File: src/rtl/exec_sequencer.sv
// Single-issue sequencer: accept -> decode -> issue -> exec (start/await units) -> writeback.
// Keeps a retired-instruction count and a sticky timeout error state.
module exec_sequencer #(
  parameter int DEC_CYCLES = 2,
  parameter int ISS_CYCLES = 2,
  parameter int TIMEOUT    = 64
) (
  input  logic        clk_i,
  input  logic        rst_i,
  input  logic        instr_valid_i,
  output logic        instr_ready_o,
  input  logic [31:0] instr_i,
  output logic [31:0] instr_o,
  output logic        req_decode_o,
  output logic        req_issue_o,
  input  logic        alu_sel_i,
  input  logic        pc_sel_i,
  input  logic        lsu_sel_i,
  input  logic        rf_we_i,
  output logic        alu_start_o,
  output logic        pc_start_o,
  output logic        lsu_start_o,
  input  logic        alu_done_i,
  input  logic        pc_done_i,
  input  logic        lsu_done_i,
  output logic        rf_we_o,
  output logic        pc_update_o,
  output logic        busy_o,
  output logic        error_o,
  output logic [31:0] retired_o
);

  typedef enum logic [2:0] {
    S_IDLE, S_DECODE, S_ISSUE, S_EXEC, S_WB, S_ERROR
  } state_t;

  // One shared phase counter; width covers the largest TIMEOUT.
  localparam logic [9:0] DEC_LAST = 10'(DEC_CYCLES - 1);
  localparam logic [9:0] ISS_LAST = 10'(ISS_CYCLES - 1);
  localparam logic [9:0] TO_LAST  = 10'(TIMEOUT - 1);

  state_t      r_state, w_next;
  logic [9:0]  r_cnt;
  logic [31:0] r_instr, r_retired;
  logic        r_alu_sel, r_pc_sel, r_lsu_sel, r_rf_we;
  logic        r_alu_done, r_pc_done, r_lsu_done;
  logic        w_alu_ok, w_pc_ok, w_lsu_ok, w_all_done;

  // A unit is satisfied if unselected, already done, or done this very cycle,
  // so a done on the final allowed EXEC cycle beats the timeout.
  assign w_alu_ok   = !r_alu_sel || r_alu_done || alu_done_i;
  assign w_pc_ok    = !r_pc_sel  || r_pc_done  || pc_done_i;
  assign w_lsu_ok   = !r_lsu_sel || r_lsu_done || lsu_done_i;
  assign w_all_done = w_alu_ok && w_pc_ok && w_lsu_ok;

  assign instr_o   = r_instr;
  assign retired_o = r_retired;

  // State register.
  always_ff @(posedge clk_i) begin
    if (rst_i) r_state <= S_IDLE;
    else       r_state <= w_next;
  end

  // Next-state and decoded outputs.
  always_comb begin
    w_next        = r_state;
    instr_ready_o = 1'b0;
    req_decode_o  = 1'b0;
    req_issue_o   = 1'b0;
    alu_start_o   = 1'b0;
    pc_start_o    = 1'b0;
    lsu_start_o   = 1'b0;
    rf_we_o       = 1'b0;
    pc_update_o   = 1'b0;
    error_o       = 1'b0;
    busy_o        = (r_state != S_IDLE);
    case (r_state)
      S_IDLE: begin
        instr_ready_o = 1'b1;
        if (instr_valid_i) w_next = S_DECODE;
      end
      S_DECODE: begin
        req_decode_o = 1'b1;
        if (r_cnt == DEC_LAST) w_next = S_ISSUE;
      end
      S_ISSUE: begin
        req_decode_o = 1'b1;
        req_issue_o  = 1'b1;
        if (r_cnt == ISS_LAST) w_next = S_EXEC;
      end
      S_EXEC: begin
        // r_cnt is zero only in the first EXEC cycle
        alu_start_o = r_alu_sel && (r_cnt == '0);
        pc_start_o  = r_pc_sel  && (r_cnt == '0);
        lsu_start_o = r_lsu_sel && (r_cnt == '0);
        if (w_all_done)             w_next = S_WB;
        else if (r_cnt == TO_LAST)  w_next = S_ERROR;
      end
      S_WB: begin
        rf_we_o     = r_rf_we;
        pc_update_o = 1'b1;
        w_next      = S_IDLE;
      end
      S_ERROR: error_o = 1'b1;
      default: w_next = S_IDLE;
    endcase
  end

  // Phase counter, instruction latch, issue flags, sticky done flags, retire count.
  always_ff @(posedge clk_i) begin
    if (rst_i) begin
      r_cnt      <= '0;
      r_instr    <= '0;
      r_retired  <= '0;
      r_alu_sel  <= 1'b0;
      r_pc_sel   <= 1'b0;
      r_lsu_sel  <= 1'b0;
      r_rf_we    <= 1'b0;
      r_alu_done <= 1'b0;
      r_pc_done  <= 1'b0;
      r_lsu_done <= 1'b0;
    end else begin
      if (w_next != r_state)
        r_cnt <= '0;
      else if (r_state inside {S_DECODE, S_ISSUE, S_EXEC})
        r_cnt <= r_cnt + 10'd1;

      if (r_state == S_IDLE && instr_valid_i) r_instr <= instr_i;

      if (r_state == S_ISSUE && r_cnt == ISS_LAST) begin
        r_alu_sel  <= alu_sel_i;
        r_pc_sel   <= pc_sel_i;
        r_lsu_sel  <= lsu_sel_i;
        r_rf_we    <= rf_we_i;
        r_alu_done <= 1'b0;
        r_pc_done  <= 1'b0;
        r_lsu_done <= 1'b0;
      end

      // only selected units may set their flag, and only while executing
      if (r_state == S_EXEC) begin
        r_alu_done <= r_alu_done | (r_alu_sel & alu_done_i);
        r_pc_done  <= r_pc_done  | (r_pc_sel  & pc_done_i);
        r_lsu_done <= r_lsu_done | (r_lsu_sel & lsu_done_i);
      end

      if (r_state == S_WB) r_retired <= r_retired + 32'd1;
    end
  end

endmodule
File: config.mk
export PLATFORM = sky130hd
export DESIGN_NAME = exec_sequencer
export DESIGN_NICKNAME = d
export VERILOG_FILES = /design/src/rtl/exec_sequencer.sv
export SDC_FILE = /design/constraint.sdc
export NUM_CORES = 1
export LEC_CHECK = 0
export ABC_AREA = 1
export BUFFER_PORTS_ARGS = -buffer_cell sky130_fd_sc_hd__buf_2
export CELL_PAD_IN_SITES_DETAIL_PLACEMENT = 1
export CELL_PAD_IN_SITES_GLOBAL_PLACEMENT = 1
export CORE_UTILIZATION = 30
export DETAILED_ROUTE_END_ITERATION = 10
export GPL_TIMING_DRIVEN = 0
export PLACE_DENSITY = 0.76
export SETUP_SLACK_MARGIN = 0.15
export SLEW_MARGIN = 10
export SYNTH_ARGS = -nofsm -noshare
export SYNTH_HDL_FRONTEND = slang
export SYNTH_SLANG_ARGS = --single-unit
File: constraint.sdc
create_clock -name clk_i -period 3.74 [get_ports clk_i]
set_input_delay 0.561 -clock clk_i [delete_from_list [all_inputs] [get_ports clk_i]]
set_output_delay 0.561 -clock clk_i [all_outputs]
set_load 0.01 [all_outputs]
# After elaboration in Yosys (flattened, before gate mapping)
# Cells that the tools add are included.
# word_totals
regBits	84
latchBits	0
elab_cells	69
memories	0
input_bits	42
ram_bits	0
mem_bits_ro	0
# classes
mul	0
eq_ne	8
reduce_logical	23
addsub	2
n_bitwise	6
n_shift	0
muxes	19
div_mod_pow	0
n_lt_le_gt_ge	0
# ops
operator	count
adder 32 x 1 -> 32 bit (second input constant)	1
two-way mux 3 bit	5
case mux 3 bit (5 select lines)	1
two-way mux 1 bit	13
adder 10 x 1 -> 10 bit (second input constant)	1
== test 10 x 1 -> 1 bit (second input constant)	1
== test 10 x 6 -> 1 bit (second input constant)	1
zero test 10 bit	1
logical AND 1 bit	7
== test 3 x 2 -> 1 bit (second input constant)	2
== test 3 bit (second input constant)	2
logical OR 1 bit	6
nonzero test 3 bit	2
OR reduction 2 bit	2
AND 1 bit	3
== test 3 x 1 -> 1 bit (second input constant)	1
zero test 1 bit	3
zero test 3 bit	1
inequality test 3 bit	1
bitwise OR 1 bit	3
nonzero test 2 bit	1

# Logic depth before layout (Yosys ltp)
# depth
depth_word	9
mapped_depth	10
ltp_nobuf	10

# Least setup slack after synthesis
# Ideal clock, no wire load.
# synth_path
path_kind	register to output
startpoint	reg r_state[2]
endpoint	out alu_start_o
t_arrival_ps	1244
path_stages_with_launch	7
t_required_ps	3179
slack_ps	1935
path_cell_list	dfxtp_1 -> buf_6 -> inv_2 -> nand2_1 -> nor2_2 -> inv_1 -> nor3_1
# synth_via
elab_chain_len	2
# synth_lines
element	line_no	text
start: declaration	42	state_t r_state, w_next;
start signal: assignment	62	else r_state <= w_next;
== test 3 x 2 -> 1 bit	78	case (r_state)
two-way mux 1 bit	78	
end: declaration	20	output logic alu_start_o,
# No other way between the ends.

# Worst setup path after layout
# layout_path
startpoint	reg r_state[2]
endpoint	out lsu_start_o
# layout_via
elab_chain_len	2
# layout_lines
element	line_no	text
== test 3 x 2 -> 1 bit	78	
two-way mux 1 bit	78	
end: declaration	22	output logic lsu_start_o,
# No other way between the ends.

==> reports/results.ini <==
[run_status]
status=finished clean

[cells_and_area]
layout_commonest_cell=nand2_1
stdcell_count=924
multi_input_area_mm2=0.002253
fin_nets=786
area_delta_synth_final_pct=25.06
fin_util_pct=38.25
ff_latch_area_mm2=0.001682
nFillCells=1809
antenna_cells=0
final_cell_mix=nand2_1, buf_2, dfxtp_1
final_area_mm2=0.005289
drive_gt1_share_pct=22.58

[critical_path]
crit_path_start_kind=flip-flop
crit_path_end_kind=output pin
cp_data_arrival_time_ps=1890
crit_type=reg2out
crit_path_max_fanout=9
max_stage_delay_ps=330
path_cells=buf_6, inv_2, nand2_1, nor2_2, inv_1, nor3_1, buf_2
critPathSlowestCell=nor2_2
cp.required_ps=3180

[sta]
rsz0062_at_grt=false
finalSetupTns_ps=0
fin_crit_ps=2450
drv_slew=0
fmax_ghz=0.4082
maxSlewHeadroom_pct=55.32
tightestPinTransition_ps=670.3
period_share_pct=65.51
finalClockSkew_ps=5.704
hold_viol_final=0
setup_viol=0

[die]
pin_count=116
num_rows=43
initial_core_util_pct=30.59
die_area_mm2=0.01458
die_w_um=120.7
core_area_mm2=0.01383
die_y_um=120.7

[drt]
num_vias=4403
ant_nets=0
wirelength_mm=13.03
via_per_inst=4.765
first_iter_violations=148
wl_per_cell_um=14.10
drc=0
first_pass_iters=4

[clock_network]
h-tree-depth=3
clk_latency_ps=350
cts_buffers=9
cts.sinks=84
cts_resized=0
cts_buffer_depth=2
cts_root_buf=clkbuf_16
cts_hold_buf=0
cts_tree=done
post_cts_buffers=0
clkTransAtPathRegs_ps=60

[power_and_ir_drop]
static-leakage-power_nw=2.225
p_per_area_mw_per_mm2=379.8
power_mw=2.009
vdd_drop_max_mv=0.2243

[logic_synthesis]
synth_fp_nets=662
yosysTopAreaCellShare_pct=39.76
synth-seq-cells=84
yosys_warnings=0
synth_top_area_cell=dfxtp_1
syn-cell-area_mm2=0.004229
seq_area_frac_synth_pct=39.76
yosysUniqueCellTypes=33
ys_top_cells_by_area=dfxtp_1, nand2_1, a21oi_1
synth.avg_cell_area_um2=6.865
netlist_instances=616

[global_route]
track_usage_pct=19.10
grt_pass1_wl_mm=21.89
grt_max_degree=15
antenna_found_initial=0
overflow=0
grt_pass1_vias=4557

[hold_path]
hp-class=reg2reg

[place]
port_buffers=113
place.gp.congestion=0.8703
dpl-instance-area_mm2=0.005020
dp.cells=909
place_hpwl_mm=10.14

[job]
max-cap-violations=0

final timing paths:
check	startpoint	to	slack (ps)	cells past startpoint
max	r_state[2]	lsu_start_o	1290	7
min	r_rf_we	r_rf_we	460	2
max reg2reg	retired_o[1]	retired_o[20]	1910	8
min reg2reg	r_rf_we	r_rf_we	460	2
metrics by stage:
step                      setup WS, ps  hold slack, ps
after floorplan                   1935           430.0
after global placement            1754           443.1
after detailed placement          1676           454.0
after CTS                         1287           463.5
after global routing              1119           468.8
final                             1290           457.1
flip-flops by register name (all words and copies together), names as in the netlist, 3 cells and up:
signal,cells
instr_o,32
r_state,3
r_cnt,10
retired_o,32
cell usage after synthesis, drive strengths merged:
cell    instances
inv            52
nand3b         11
o21bai          1
o21ai          14
a21oi          64
o21ba           1
nor3            7
nand3          58
xnor2           2
dfxtp          84
ha              4
buf             9
nand4           6
o21a            1
a31oi           2
xor2           12
nor2           94
clkbuf         12
nand2         182
worst max-delay path, delay by kind of cell, from the launching register on:
kind | cells | cell delay (ps)
flops | 1 | 310
buf+inv | 4 | 560
simple gates | 3 | 650
cell type report:
type,count,share of cell area [%]
plain buffers,21,1.869
clock buffers,10,4.329
clock inverters,5,0.7570
inverters,52,3.691
multi-input cells,459,42.61
flip-flops and latches,84,31.80
well taps,180,4.258
repair buffers,113,10.69
report_power, final:
part           internal (mW)  switching, mW
Combinational         0.0836          0.147
Sequential             0.924         0.0177
Clock                  0.449          0.389
per-layer routing:
metal	global-route usage [%]	up-vias	wire length [um]
met5	0	-	0
met4	7.485	0	200
met3	4.198	15	664
met2	32.33	98	6189
met1	23.48	2075	5975
li1	-	2215	-
cells by family after synthesis:
group / after synthesis / synth area share [%]
buffers and inverters: 73 / 6.953
AOI/OAI and AO/OA: 83 / 10.30
xor gates and xnor gates: 14 / 2.899
DFF: 84 / 39.76
adders and majority gates: 4 / 1.183
and+or+nand+nor: 358 / 38.91
(Power assumes the default switching activity.)
